--- config.mk ---
export PLATFORM = sky130hd
export DESIGN_NAME = systolic_operand_loader
export DESIGN_NICKNAME = d
export VERILOG_FILES = /design/src/rtl/systolic_pkg.sv /design/src/rtl/systolic_shift_in.sv /design/src/rtl/systolic_operand_loader.sv
export SDC_FILE = /design/constraint.sdc
export NUM_CORES = 1
export LEC_CHECK = 0
export ABC_AREA = 1
export BUFFER_PORTS_ARGS = -buffer_cell sky130_fd_sc_hd__buf_2
export CORE_ASPECT_RATIO = 1.1
export CORE_UTILIZATION = 33
export DETAILED_ROUTE_END_ITERATION = 8
export PLACE_DENSITY_LB_ADDON = 0.12
export SLEW_MARGIN = 20
export SYNTH_ARGS = -nofsm -noshare
export SYNTH_HDL_FRONTEND = slang
export SYNTH_SLANG_ARGS = --single-unit
--- constraint.sdc ---
create_clock -name clk -period 2.79 [get_ports clk]
set_input_delay 0.558 -clock clk [delete_from_list [all_inputs] [get_ports clk]]
set_output_delay 0.558 -clock clk [all_outputs]
set_load 0.005 [all_outputs]
--- src/rtl/systolic_pkg.sv ---
`default_nettype none
// ============================================================================
// Module      : systolic_pkg
// Description : Shared definitions for the systolic operand loader.
//               Holds the default operand widths, the serial frame length and
//               the loader state encoding.
//               Optional feature macro: SYSTOLIC_LOADER_PARITY_EN adds one
//               trailing even-parity bit to every frame.
// Revision    : 1.0 - initial release
// ============================================================================
package systolic_pkg;

    localparam int DEF_ROW    = 4;
    localparam int DEF_COLUMN = 11;

    // Serial frame length for a given operand geometry.
    function automatic int frameLen(input int row, input int column);
`ifdef SYSTOLIC_LOADER_PARITY_EN
        return row + column + 1;
`else
        return row + column;
`endif
    endfunction

    localparam int FRAME_LEN = frameLen(DEF_ROW, DEF_COLUMN);

    typedef enum logic [1:0] {
        ST_LOAD    = 2'd0,
        ST_SETTLE  = 2'd1,
        ST_PRESENT = 2'd2
    } state_e;

endpackage
`default_nettype wire

--- src/rtl/systolic_shift_in.sv ---
`default_nettype none
// ============================================================================
// Module      : systolic_shift_in
// Description : Serial-to-parallel shadow register and frame bit counter.
//               Bits arrive LSB first. The final bit of a frame is not stored;
//               it is presented combinationally on o_frame alongside the
//               shadow so the parent can apply the whole frame on the very
//               edge that accepts it.
// Ports       : clk         - clock
//               rst         - synchronous active-high reset
//               i_accept    - a serial bit is being accepted this cycle
//               i_data      - serial bit value
//               o_frameDone - this accept completes the frame
//               o_frame     - full frame (current bit in the MSB)
// Revision    : 1.0 - initial release
// ============================================================================
module systolic_shift_in #(
    parameter int FRAME_W = 15,
    parameter int CNT_W   = 5
) (
    input  logic               clk,
    input  logic               rst,
    input  logic               i_accept,
    input  logic               i_data,
    output logic               o_frameDone,
    output logic [FRAME_W-1:0] o_frame
);

    logic [FRAME_W-2:0] r_shadow;
    logic [CNT_W-1:0]   r_bitCnt;
    logic               w_lastBit;

    assign w_lastBit   = (r_bitCnt == CNT_W'(FRAME_W - 1));
    assign o_frameDone = i_accept & w_lastBit;
    // Right shift with the new bit entering the top: after FRAME_W-1 accepts
    // bit 0 of the stream sits at index 0.
    assign o_frame     = {i_data, r_shadow};

    always_ff @(posedge clk) begin
        if (rst) begin
            r_shadow <= '0;
            r_bitCnt <= '0;
        end else if (i_accept) begin
            r_shadow <= {i_data, r_shadow[FRAME_W-2:1]};
            r_bitCnt <= w_lastBit ? '0 : r_bitCnt + CNT_W'(1);
        end
    end

endmodule
`default_nettype wire

--- src/rtl/systolic_operand_loader.sv ---
`default_nettype none
// ============================================================================
// Module      : systolic_operand_loader
// Description : Loads a serial LSB-first frame into registered row/column
//               operands for a systolic array, waits SETTLE cycles, samples
//               the array's combinational result and offers it on a
//               valid/ready result port.
//               Optional feature macro: SYSTOLIC_LOADER_PARITY_EN - frames
//               carry a trailing even-parity bit; a failing frame leaves the
//               operands untouched and reports res_err=1, res_data=0.
// Ports       : clk, reset           - clock, synchronous active-high reset
//               s_valid/s_data/s_ready - serial operand input handshake
//               inRow, inColumn      - registered operands to the array
//               array_out            - combinational array result
//               res_valid/res_data/res_err/res_ready - result handshake
// Revision    : 1.0 - initial release
// ============================================================================
module systolic_operand_loader
    import systolic_pkg::*;
#(
    parameter int ROW    = DEF_ROW,
    parameter int COLUMN = DEF_COLUMN,
    parameter int SETTLE = 2
) (
    input  logic              clk,
    input  logic              reset,
    input  logic              s_valid,
    input  logic              s_data,
    output logic              s_ready,
    output logic [ROW-1:0]    inRow,
    output logic [COLUMN-1:0] inColumn,
    input  logic              array_out,
    output logic              res_valid,
    output logic              res_data,
    output logic              res_err,
    input  logic              res_ready
);

    localparam int FRAME_W  = frameLen(ROW, COLUMN);
    localparam int CNT_W    = $clog2(ROW + COLUMN + 2);
    localparam int SETTLE_W = 4;

    state_e               r_state;
    state_e               w_stateNext;
    logic                 r_sReady;
    logic [SETTLE_W-1:0]  r_settleCnt;
    logic [ROW-1:0]       r_inRow;
    logic [COLUMN-1:0]    r_inColumn;
    logic                 r_parErr;
    logic                 r_resData;
    logic                 r_resErr;

    logic                 w_accept;
    logic                 w_frameDone;
    logic [FRAME_W-1:0]   w_frame;
    logic                 w_parityOk;
    logic                 w_settleDone;

    assign w_accept     = s_valid & r_sReady;
    assign w_settleDone = (r_settleCnt == SETTLE_W'(SETTLE - 1));

`ifdef SYSTOLIC_LOADER_PARITY_EN
    // Even parity across payload plus parity bit must reduce to zero.
    assign w_parityOk = ~(^w_frame);
`else
    assign w_parityOk = 1'b1;
`endif

    systolic_shift_in #(
        .FRAME_W (FRAME_W),
        .CNT_W   (CNT_W)
    ) u_shiftIn (
        .clk         (clk),
        .rst         (reset),
        .i_accept    (w_accept),
        .i_data      (s_data),
        .o_frameDone (w_frameDone),
        .o_frame     (w_frame)
    );

    always_comb begin
        w_stateNext = r_state;
        case (r_state)
            ST_LOAD: begin
                if (w_frameDone) w_stateNext = ST_SETTLE;
            end
            ST_SETTLE: begin
                // A parity failure spends exactly one cycle here.
                if (r_parErr || w_settleDone) w_stateNext = ST_PRESENT;
            end
            ST_PRESENT: begin
                if (res_ready) w_stateNext = ST_LOAD;
            end
            default: w_stateNext = ST_LOAD;
        endcase
    end

    always_ff @(posedge clk) begin
        if (reset) begin
            r_state     <= ST_LOAD;
            r_sReady    <= 1'b0;
            r_settleCnt <= '0;
            r_inRow     <= '0;
            r_inColumn  <= '0;
            r_parErr    <= 1'b0;
            r_resData   <= 1'b0;
            r_resErr    <= 1'b0;
        end else begin
            r_state  <= w_stateNext;
            // Registered so it stays low through reset and rises on the
            // first edge after release.
            r_sReady <= (w_stateNext == ST_LOAD);

            if (r_state == ST_SETTLE && w_stateNext == ST_SETTLE) begin
                r_settleCnt <= r_settleCnt + SETTLE_W'(1);
            end else begin
                r_settleCnt <= '0;
            end

            if (w_frameDone) begin
                r_parErr <= ~w_parityOk;
                if (w_parityOk) begin
                    r_inRow    <= w_frame[ROW-1:0];
                    r_inColumn <= w_frame[ROW +: COLUMN];
                end
            end

            if (r_state == ST_SETTLE && w_stateNext == ST_PRESENT) begin
                r_resData <= r_parErr ? 1'b0 : array_out;
                r_resErr  <= r_parErr;
            end
        end
    end

    assign s_ready   = r_sReady;
    assign inRow     = r_inRow;
    assign inColumn  = r_inColumn;
    assign res_valid = (r_state == ST_PRESENT);
    assign res_data  = r_resData;
    assign res_err   = r_resErr;

endmodule
`default_nettype wire
Yosys cells after proc, flatten, opt, wreduce, memory -nomap -nowiden:

Cells that the tools add are included.

* register bits after elaboration: 42
* input port bits: 6

* add/subtract/negate cells: 2
* equality and inequality tests: 6
* multiplexer cells: 5
* bitwise logic cells: 3
* reductions and logical operators: 5

Operators with widths (number)
* $mux 2: 3
* $pmux 2 s3: 1
* $add 5x1->5 const B: 1
* $eq 5x4->1 const B: 1
* $mux 5: 1
* $add 4x1->4 const B: 1
* $eq 2x1->1 const B: 2
* $eq 2x2->1 const B: 2
* $eq 4x1->1 const B: 1
* $logic_not 2->1: 2
* $and 1x1->1: 2
* $logic_and 1x1->1: 2
* $reduce_or 2->1: 1
* $not 1->1: 1

Logic depth before layout (Yosys ltp):

Gate-level depths: netlist of the first run.

* word-level depth: 8
* gate-level depth with buffers: 8
* gate-level depth less buffers: 7

By module:

From an unflattened synthesis of the first run, not the netlist that was laid out.

* cells, all modules: 211
* area, all modules: 1650.3 um^2

By module, submodules not included
* systolic_operand_loader: instances 1, cells each 111, area an instance 884.6 um^2, seq. area each 460.4 um^2
* systolic_shift_in: instances 1, cells each 100, area an instance 765.7 um^2, seq. area each 380.4 um^2

Worst setup path after synthesis of the first run:

OpenSTA, ideal clock, no wires.

* path kind: input -> register
* start point: input s_valid
* end point: register u_shiftIn.r_bitCnt[1]
* setup time: 0.117 ns
* arrival time: 1.162 ns
* slack: 1.511 ns
* stages: 5
* cells stage by stage: nand2_1 -> inv_2 -> buf_4 -> o21ai_0 -> nor2_1

* longest elaborated chain between the ends: 1

RTL lines
* start, declared: line systolic_operand_loader.sv:27 `input logic s_valid,`
* $and 1x1->1: line systolic_operand_loader.sv:59 `assign w_accept = s_valid & r_sReady;`
* end signal, assigned: line systolic_shift_in.sv:45 `r_bitCnt <= w_lastBit ? '0 : r_bitCnt + CNT_W'(1);`
* end, declared: line systolic_shift_in.sv:30 `logic [CNT_W-1:0] r_bitCnt;`

No other way between the ends.
A chain may end at the register's enable or synchronous reset.

Worst setup path in the final report of the first run:

* start point: register u_shiftIn.r_bitCnt[0]
* end point: register u_shiftIn.r_bitCnt[2]

* longest elaborated chain between the ends: 2
* elaborated cells between the ends (all ways): 3
* classes of those cells: 1 x add/sub; 1 x eq/ne; 1 x mux

RTL lines (line)
* $add 5x1->5 / $eq 5x4->1 (equally long branches): systolic_shift_in.sv:45, systolic_shift_in.sv:33
* $mux 5 *: systolic_shift_in.sv:45

Every way passes the cells marked *; elsewhere a longest branch is shown, timed or not.

==> out/qor.yml, run 1 <==
critPathMaxStageDelay_ns: 0.35
cap_violations: 0
peakVddDrop_v: 0.000258
hpwl_mm: 2.00
cts_sinks: 42
grt_pass1_vias: 1173
numCtsBuffers: 5
cp.arrival_ns: 1.74
synth_seq_area_share_pct: 50.7
synth_ff_type: "dfxtp_1"
synthDominantCellAreaShare_pct: 50.7
maxSlewViolCount: 0
fp.dieH_um: 76.3
cp_cell_sequence: "inv_1 -> ha_1 -> nand2_1 -> nor2_8 -> nand2_4 -> nand2_1 -> nor2_1"
setup_viol: 0
hp-class: "reg -> reg"
routabilityCongestion: 0.701
clock.fmax_ghz: 0.641
outcome: "completed"
cp-start-kind: "flop"
gr-total-overflow: 0
critical_path_required_ns: 2.97
postSynthCellCount: 204
initial_utilization_pct: 34.9
drc_errors: 0
worstSetupPathType: "reg -> reg"
grt_max_degree: 27
wl_per_cell_um: 11.3
core_sq_mm: 0.00475
h-tree-depth: 2
dieArea_sq_mm: 0.00531
sw_frac_of_total_pct: 23.0
end_kind: "flop"
vias_per_cell: 4.57
rsz0062_at_grt: "false"
ant_nets: 0
synth_area_leaders: "dfxtp_1 51%, a21oi_1 8.8%, nand2_1 7.0%"
antenna_cells: 0
critPathMostFrequentCell: "nand2_1"
cts_tree: "yes"
fin_crit_ns: 1.56
die_w_um: 69.6
power_frac_clock_pct: 35.0
worst-r2r-setup-slack_ns: 1.23
io_pins: 25
clk_latency_ns: 0.29
finalHoldViolCount: 0
path_buf_inv: 1
nets: 235
num_vias: 1284
synth_cell_types: 23
port_buffers: 23
tns_ns: 0
power_frac_comb_pct: 5.0
firstDrtPassIters: 6
clk_pin_slew_ns: 0.08
holdWs_ns: 0.459
antenna_found_initial: 0
fin_crit_sh_pct: 55.9
fin_skew_ns: 0.00413
p_int_w: 0.000804
cp_max_fo: 17
grt_pass1_wl_mm: 5.49
post-cts-setup-buffers: 0
grt_usage_pct: 13.0
clock_path_buffers: 2
avgSynthCellArea_sq_um: 8.13
syn_nets: 214
ys_seq_elements: 42
critPathTopFamily: "simple AND/OR/NAND/NOR gates"
p_leak_nw: 0.777
slowest_stage: "dfxtp_1"
switchingPower_w: 0.000240
synth-edff-count: 0
yosysTopAreaCell: "dfxtp_1"
routed_wirelength_mm: 3.18
synth_area_sq_mm: 0.00166
postCtsHoldBufs: 0
async_flop_share_pct: 0
finalPower_w: 0.00104
cts_root_buf: "clkbuf_8"
rows: 26
seqPwrFrac_pct: 60.0
cts_resized: 0
first_iter_violations: 89
area_delta_synth_final_pct: 12.3
yosysWarnings: 0
pwr_density_cell_mw_per_mm2: 561
drive_gt1_share_pct: 15.6
[power groups by stage]
stage	clock [W]	combinational (W)	sequential (W)
3_3_place_gp	0	0.0000520	0.000641
3_5_place_dp	0	0.0000527	0.000641
2_1_floorplan	0	0.0000421	0.000638
4_1_cts	0.000379	0.0000531	0.000626
5_1_grt	0.000406	0.0000608	0.000629
6_report	0.000365	0.0000518	0.000627
[path summary, 6_finish.rpt]
check,from,endpoint,cells past startpoint
worst min register to register,inColumn[6],inColumn[6],2
worst max register to register,u_shiftIn.r_bitCnt[0],u_shiftIn.r_bitCnt[2],7
worst max-delay path,u_shiftIn.r_bitCnt[0],u_shiftIn.r_bitCnt[2],7
worst min-delay path,inColumn[6],inColumn[6],2
[worst min-delay path, delay by kind of cell, from the launching register on]
kind / cells / cell delay (ns)
compound gates: 1 / 0.05
flops: 1 / 0.31
simple gates: 1 / 0.06
[cells in the final DEF, fill, tap and decap left out]
master | synthesis | routed
dfxtp_1 | 42 | 42
nand2_1 | 31 | 31
a21oi_1 | 29 | 29
buf_2 | 1 | 23
inv_1 | 21 | 21
nand3_1 | 21 | 21
nor2_1 | 18 | 18
o21ai_0 | 13 | 13
clkbuf_8 | 0 | 5
ha_1 | 4 | 4
nand4_1 | 3 | 3
xnor2_1 | 2 | 2
a211oi_1 | 2 | 2
clkbuf_1 | 4 | 2
nand2_2 | 1 | 1
nor2_8 | 1 | 1
inv_2 | 1 | 1
nand2_4 | 1 | 1
nand3_2 | 1 | 1
o21ai_2 | 1 | 1
xor2_1 | 1 | 1
conb_1 | 1 | 1
buf_4 | 3 | 1
[sequential cells by signal (all words and copies together), names as in the netlist]
signal              count
u_shiftIn.r_shadow     14
inColumn               11
u_shiftIn.r_bitCnt      5
inRow                   4
r_settleCnt             4
r_state                 2
res_data                1
s_ready                 1
[cells in the mapped netlist (2+ instances only)]
cell type	count
inv_1	21
buf_6	2
ha_1	4
o21ai_0	13
xnor2_1	2
buf_4	3
nand4_1	3
nand3_1	21
nor2_1	18
a211oi_1	2
nand2_1	31
dfxtp_1	42
clkbuf_1	4
a21oi_1	29
[through the flow]
stage                     setup WS [ns]  instance area, sq um  utilization, %  cells
after floorplan                    1.51                  1660               -    204
after global placement            0.932                  1790            37.6    274
after detailed placement          0.894                  1790            37.6    274
after CTS                          1.18                  1860            39.2    281
after global routing               1.05                  1860            39.2    281
final                              1.23                  1860            39.2    281
[routing by layer]
| metal | wire length [um] | vias to the layer above | GRT usage [%] |
|---|---|---|---|
| li1 | - | 697 | - |
| met1 | 1580 | 564 | 16.8 |
| met2 | 1460 | 19 | 20.3 |
| met3 | 98 | 4 | 4.37 |
| met4 | 33 | 0 | 4.29 |
| met5 | 0 | - | 0 |
[area by class of cell]
type                    instances  area [sq um]
clock buffers                   7          76.3
flip-flops and latches         42           841
fillers                       520          2890
multi-input cells             130           669
inverters                      22          82.6
repair buffers                 24           123
well taps                      56          70.1
[kinds of logic (layout without fill, tap and decap cells)]
group	Yosys count	count (layout)	share of synthesized area, %
other cells	1	1	0.226
compound gates	45	45	14.1
buf+inv	32	53	8.90
flops	42	42	50.7
xor+xnor	3	3	1.59
simple gates	77	77	21.4
fa+ha+maj	4	4	3.02
(Power assumes the default switching activity.)
==> run 2: changes to the inputs <==
- ABC_AREA: 1 -> 0
- clock period: 2.79 -> 1.5 ns (I/O delays scaled with it)
==> run 2 against run 1 <==
Flip-flop and latch count unchanged. Hold slack got worse by 0.20 ns. Via count increased by 3.0%. First-iteration DRC count decreased by 55%. Non-clock buffer count increased by 8. Cell area increased by 11%. Die area increased by 6.0%. Critical path depth unchanged. Wire length increased by 9.3%. Sequential power increased by 80%. Area after synthesis increased by 6.2%. Largest cell class unchanged.
==> out/qor.yml, run 2 <==
busiest_layer: "met2"
dieArea_sq_mm: 0.00563  # +6.0%
path_buf_inv: 4  # +3
use_met2_pct: 22.5  # +2.3 points
final_common_cell: "dfxtp_1"
clk_latency_ns: 0.29  # about the same
cp_max_fo: 10  # -7
core_sq_mm: 0.00507  # +6.7%
setup_viol: 0  # unchanged
hpwl_mm: 2.33  # +17%
clock.fmax_ghz: 0.685  # +6.9%
cp-start-kind: "flop"
worst-r2r-setup-slack_ns: 0.04  # -1.19 ns
initial_utilization_pct: 34.7  # -0.16 points
critical_path_required_ns: 1.68  # -1.29 ns
grt_pass1_wl_mm: 5.64  # +2.9%
cp.depth: 7  # unchanged
critPathMaxStageDelay_ns: 0.33  # -0.02 ns
rsz0062_at_grt: "true"
num_vias: 1323  # +3.0%
ff2ff_path_depth: 7  # unchanged
synthDominantCellAreaShare_pct: 47.8  # -3.0 points
avgSynthCellArea_sq_um: 9.36  # +15%
yosysWarnings: 0  # unchanged
yosysTopAreaCell: "dfxtp_1"
cts_sinks: 42  # unchanged
cp.arrival_ns: 1.64  # -0.10 ns
placed_cells: 264  # -3.6%
largest-register: "u_shiftIn.r_shadow"
synth_area_sq_mm: 0.00176  # +6.2%
grt_usage_pct: 12.9  # -0.15 points
ys_seq_elements: 42  # unchanged
cts_root_buf: "clkbuf_8"
syn_nets: 198  # -7.5%
cap_violations: 0  # unchanged
rr_endpoint: "u_shiftIn.r_bitCnt[1]"
synth_most_common_cell: "dfxtp_1"
io_pins: 25  # unchanged
slowest_stage: "dfxtp_2"
outcome: "completed"
fp.dieH_um: 78.6  # +3.0%
maxSlewViolCount: 0  # unchanged
synth_cell_types: 33  # +43%
fillers: 514  # -1.2%
synth_ff_type: "dfxtp_1"
hp-class: "in -> reg"
cts_tree: "yes"
firstDrtPassIters: 4  # -2
first_iter_violations: 40  # -55%
peakVddDrop_v: 0.000536  # +110%
vias_per_cell: 4.85  # +6.1%
nets: 225  # -4.3%
synth_area_leaders: "dfxtp_1 48%, nand2b_1 11%, mux2i_1 9.1%"
drc_errors: 0  # unchanged
postSynthCellCount: 188  # -7.8%
synth_common_cells: "42 x dfxtp_1, 32 x nand2b_1, 29 x nand2_1"
synth_seq_area_share_pct: 47.8  # -3.0 points
critPathTopFamily: "buffers and inverters"
cp-startpoint: "u_shiftIn.r_bitCnt[0]"
drive_gt1_share_pct: 22.3  # +6.8 points
grt_max_degree: 36  # +33%
largest_reg_flops: 14  # unchanged
fin_cells: 273  # -2.8%
finalHoldViolCount: 0  # unchanged
h-tree-depth: 2  # unchanged
fin_crit_ns: 1.46  # -0.100 ns
die_w_um: 71.6  # +3.0%
area_delta_synth_final_pct: 17.1
worstSetupPathType: "reg -> reg"
gr-usage-met1_pct: 14.4  # -2.4 points
fin_crit_sh_pct: 97.4  # +41 points
tns_ns: 0  # unchanged
antenna_found_initial: 0  # unchanged
grt.met3_usage_pct: 2.70  # -1.7 points
ant_nets: 0  # unchanged
pwr_density_cell_mw_per_mm2: 925  # +65%
gr-total-overflow: 0  # unchanged
numCtsBuffers: 5  # unchanged
synth-edff-count: 0  # unchanged
antenna_cells: 0  # unchanged
clk_pin_slew_ns: 0.08  # about the same
routed_wirelength_mm: 3.47  # +9.3%
routabilityCongestion: 0.797  # +14%
worstReg2RegStart: "u_shiftIn.r_bitCnt[0]"
port_buffers: 23  # unchanged
rows: 27  # +3.8%
hold_path_depth: 3  # +1
grt_pass1_vias: 1302  # +11%
layout_common_cells: "39 x dfxtp_1, 32 x nand2b_1, 29 x nand2_1, 23 x buf_2"
cp_cell_sequence: "inv_1 -> ha_1 -> inv_2 -> nor4_4 -> buf_4 -> clkbuf_16 -> a2111oi_2"
end_kind: "flop"
async_flop_share_pct: 0  # unchanged
clock_path_buffers: 2  # unchanged
wl_per_cell_um: 12.7  # +12%
p_leak_nw: 0.748  # -3.8%
fin_skew_ns: 0.00566  # +0.00153 ns
crit_end: "u_shiftIn.r_bitCnt[1]"
[run 2: cell types whose count changed after synthesis, moves of 3 or more]
cell / before / now
a21oi_1: 29 / 16
buf_2: 1 / 4
inv_1: 21 / 3
mux2i_1: 0 / 16
nand2b_1: 0 / 32
nand3_1: 21 / 3
nand4_1: 3 / 0
nor2_1: 18 / 6
o21ai_0: 13 / 2
[run 2: area by class of cell]
class	instances	area, sq um	area share [%]
flip-flops and latches	42	845	41.0
multi-input cells	131	845	41.0
repair buffers	32	213	10.3
clock buffers	7	76.3	3.70
well taps	58	72.6	3.52
inverters	3	11.3	0.546
[run 2: layer usage]
layer,share of wire (%),up-vias
met4,2.1,0
met2,49,18
met5,0,-
met3,3.3,6
met1,46,630
li1,-,669
[run 2: logic make-up (layout without fill, tap and decap cells)]
logic type	count (synthesis)	in the layout	synth area share, %
AND/OR/NAND/NOR	83	83	25.8
flip-flops	42	42	47.8
AO/OA/AOI/OAI	23	23	7.75
multiplexers	16	16	9.10
buffers and inverters	15	42	4.55
adder cells (fa/ha/maj)	4	4	2.84
XOR/XNOR	4	4	1.99
other	1	1	0.213
[run 2: power breakdown]
| group | internal (W) | switching [W] | total, W |
|---|---|---|---|
| clock network | 0.000321 | 0.000358 | 0.000679 |
| registers | 0.00112 | 0.00000677 | 0.00113 |
| logic | 0.0000432 | 0.0000560 | 0.0000992 |
| total | 0.00149 | 0.000421 | 0.00191 |
[run 2: metrics by stage]
| step | utilization [%] | worst slack, ns | area, sq um | power [W] | hold slack [ns] |
|---|---|---|---|---|---|
| floorplan | - | 0.173 | 1760 | 0.00122 | 0.433 |
| global placement | 38.4 | 0.120 | 1940 | 0.00125 | 0.450 |
| detailed placement | 38.4 | 0.0488 | 1940 | 0.00125 | 0.455 |
| CTS | 39.9 | 0.0342 | 2020 | 0.00193 | 0.250 |
| global route | 40.7 | -0.0170 | 2060 | 0.00200 | 0.263 |
| finish | 40.7 | 0.0397 | 2060 | 0.00191 | 0.263 |
[run 2: worst min-delay path by stage]
stage	from	end	slack, ns
after floorplan	r_settleCnt[0]	r_settleCnt[0]	0.43
after detailed placement	u_shiftIn.r_shadow[0]	u_shiftIn.r_shadow[0]	0.45
after global routing	array_out	res_data	0.26
final	s_data	u_shiftIn.r_shadow[13]	0.26
after global placement	u_shiftIn.r_shadow[0]	u_shiftIn.r_shadow[0]	0.45
after CTS	s_data	u_shiftIn.r_shadow[13]	0.25
[run 2: worst min-delay path, cell delays in order]
cell and delay [ns]:
buf_2 0.11, nand2_1 0.05, a21oi_1 0.05
[run 2: repair_timing]
| item | CTS | global route |
|---|---|---|
| endpoints found under the setup margin | 0 | 19 |
| hold buffers | 0 | 0 |
| gates resized for setup | 0 | 5 |
| setup buffers | 0 | 1 |
| hold endpoints to repair | 0 | 0 |
==> run 3: changes to the inputs <==
- MAX_ROUTING_LAYER: not set -> met4
- SLEW_MARGIN: 20 -> not set
- clock period: 1.5 -> 1.2 ns (I/O delays scaled with it)
==> run 3 against run 2 <==
The flow now finishes with violations (negative setup slack). Via count up 1.6%. Sequential share of layout area shrank 3.9 points. Global-route usage barely moved. Sequential power increased by 25%. Worst setup slack got worse by 0.19 ns. Utilization rose by 4.6 points. Flip-flop and latch count unchanged. Clock-buffer cell count fell by 2. First-iteration DRC count is 25% higher. Highest routed layer unchanged.
==> out/qor.yml, run 3 (same netlist as run 2, synthesis figures left out) <==
postCtsHoldBufs: 0  # unchanged
peakVddDrop_v: 0.000767  # +43%
drc_errors: 0  # unchanged
drive_gt1_share_pct: 37.9  # +16 points
clk_latency_ns: 0.29  # about the same
routed_wirelength_mm: 3.35  # -3.4%
finalHoldViolCount: 0  # unchanged
gr-total-overflow: 0  # unchanged
core_sq_mm: 0.00507  # unchanged
fin_skew_ns: 0.00933  # +0.00367 ns
clock_path_buffers: 2  # unchanged
p_leak_nw: 0.831  # +11%
met1_length_mm: 1.50  # -5.1%
h-tree-depth: 2  # unchanged
placed_area_sq_mm: 0.00203  # +4.5%
firstDrtPassIters: 4  # unchanged
fin_crit_ns: 1.35  # -0.112 ns
rows: 27  # unchanged
place_ws_ns: -0.136  # -0.185 ns
initial_utilization_pct: 34.7  # unchanged
wl_met2_mm: 1.71  # +0.94%
hpwl_mm: 2.17  # -7.0%
first_iter_violations: 50  # +25%
fin_cells: 285  # +4.4%
numCtsBuffers: 5  # unchanged
maxSlewViolCount: 0  # unchanged
fin_crit_sh_pct: 112  # +15 points
antenna_cells: 0  # unchanged
wl_per_cell_um: 11.8  # -7.5%
top_layer_used: "met4"
final_common_cell: "dfxtp_1"
io_pins: 25  # unchanged
num_vias: 1344  # +1.6%
cap_violations: 0  # unchanged
final_cell_area_sq_mm: 0.00230  # +11%
grt_pass1_vias: 1279  # -1.8%
die_w_um: 71.6  # unchanged
worstSetupPathType: "reg -> reg"
pwr_density_cell_mw_per_mm2: 1160  # +26%
port_buffers: 23  # unchanged
cts_sinks: 42  # unchanged
largest_reg_flops: 14  # unchanged
critical_path_required_ns: 1.42  # -0.26 ns
grt_max_degree: 45  # +25%
routabilityCongestion: 0.729  # -8.5%
nets: 236  # +4.9%
clk_pin_slew_ns: 0.08  # about the same
cp.arrival_ns: 1.57  # -0.07 ns
clock.fmax_ghz: 0.742  # +8.3%
dieArea_sq_mm: 0.00563  # unchanged
layout_common_cells: "33 x dfxtp_1, 32 x nand2b_1, 29 x nand2_1, 23 x buf_2, 16 x mux2i_1"
end_kind: "flop"
grt_pass1_wl_mm: 5.49  # -2.8%
vias_per_cell: 4.72  # -2.7%
hp-class: "in -> reg"
fp.dieH_um: 78.6  # unchanged
cts_tree: "yes"
setup_viol: 26  # +26
dr_wl_met3_um: 121  # +5.2%
antenna_found_initial: 0  # unchanged
layout_setup_ws_ns: -0.148  # -0.188 ns
fin_util_pct: 45.3  # +4.6 points
cp-start-kind: "flop"
grt_usage_pct: 12.8  # -0.021 points
placed_cells: 272  # +3.0%
rsz0062_at_grt: "true"
fillers: 521  # +1.4%
area_delta_synth_final_pct: 30.5
cts_root_buf: "clkbuf_8"
cp_max_fo: 4  # -6
holdWs_ns: 0.188  # -0.0750 ns
largest-register: "u_shiftIn.r_shadow"
outcome: "complete, but fails checks"
violations: "negative setup slack"
ant_nets: 0  # unchanged
-- run 3: cell types whose count changed in the layout (fill, tap and decap cells not counted), moves of 4 or more --
cell	previous run	this run
dfxtp_1	39	33
nor2_2	0	4
buf_4	7	13
buf_6	0	5
dfxtp_2	3	9
nor2_1	6	2
-- run 3: worst paths after layout --
kind	slack (ns)	start	endpoint	cells past startpoint
worst max-delay path	-0.15	r_settleCnt[1]	r_settleCnt[2]	5
worst min-delay path	0.19	reset	r_state[1]	2
worst max register to register	-0.15	r_settleCnt[1]	r_settleCnt[2]	5
worst min register to register	0.46	u_shiftIn.r_shadow[0]	u_shiftIn.r_shadow[0]	2
-- run 3: area by class of cell --
cell class / instances / area [sq um] / area share [%]
Timing Repair Buffer: 43 / 304 / 13.2
Inverter: 3 / 11.3 / 0.490
Clock inverter: 3 / 45.0 / 1.96
Sequential cell: 42 / 852 / 37.1
Multi-Input combinational cell: 131 / 943 / 41.1
Tap cell: 58 / 72.6 / 3.16
Clock buffer: 5 / 68.8 / 3.00
-- run 3: per-stage QoR --
stage,setup TNS (ns),power [W]
2_1_floorplan,-0.759,0.00153
3_3_place_gp,-1.27,0.00157
3_5_place_dp,-1.99,0.00157
4_1_cts,-2.21,0.00270
5_1_grt,-2.85,0.00280
6_report,-1.48,0.00267
-- run 3: worst max-delay path, stage by stage, from the launching register on --
cell and delay [ns]:
dfxtp_2 0.34, inv_2 0.04, ha_4 0.14, nor3b_4 0.14, or4b_4 0.53, nor2_2 0.11
-- run 3: repair_timing --
action,4_1_cts,5_1_grt
setup endpoints to repair,24,43
setup buffers,0,4
pin swaps,0,3
gates cloned,0,1
resized for setup,9,21
-- run 3: where the power goes --
part / internal [W] / switching [W] / total (W)
Clock: 0.000619 / 0.000494 / 0.00111
Combinational: 0.0000698 / 0.0000771 / 0.000147
Sequential: 0.00140 / 0.00000791 / 0.00141
-- run 3: metal layers --
| metal | vias to the layer above | GRT usage (%) |
|---|---|---|
| met5 | - | - |
| met4 | 0 | 4.71 |
| met3 | 2 | 3.98 |
| met2 | 22 | 22.1 |
| met1 | 628 | 13.9 |
| li1 | 692 | - |
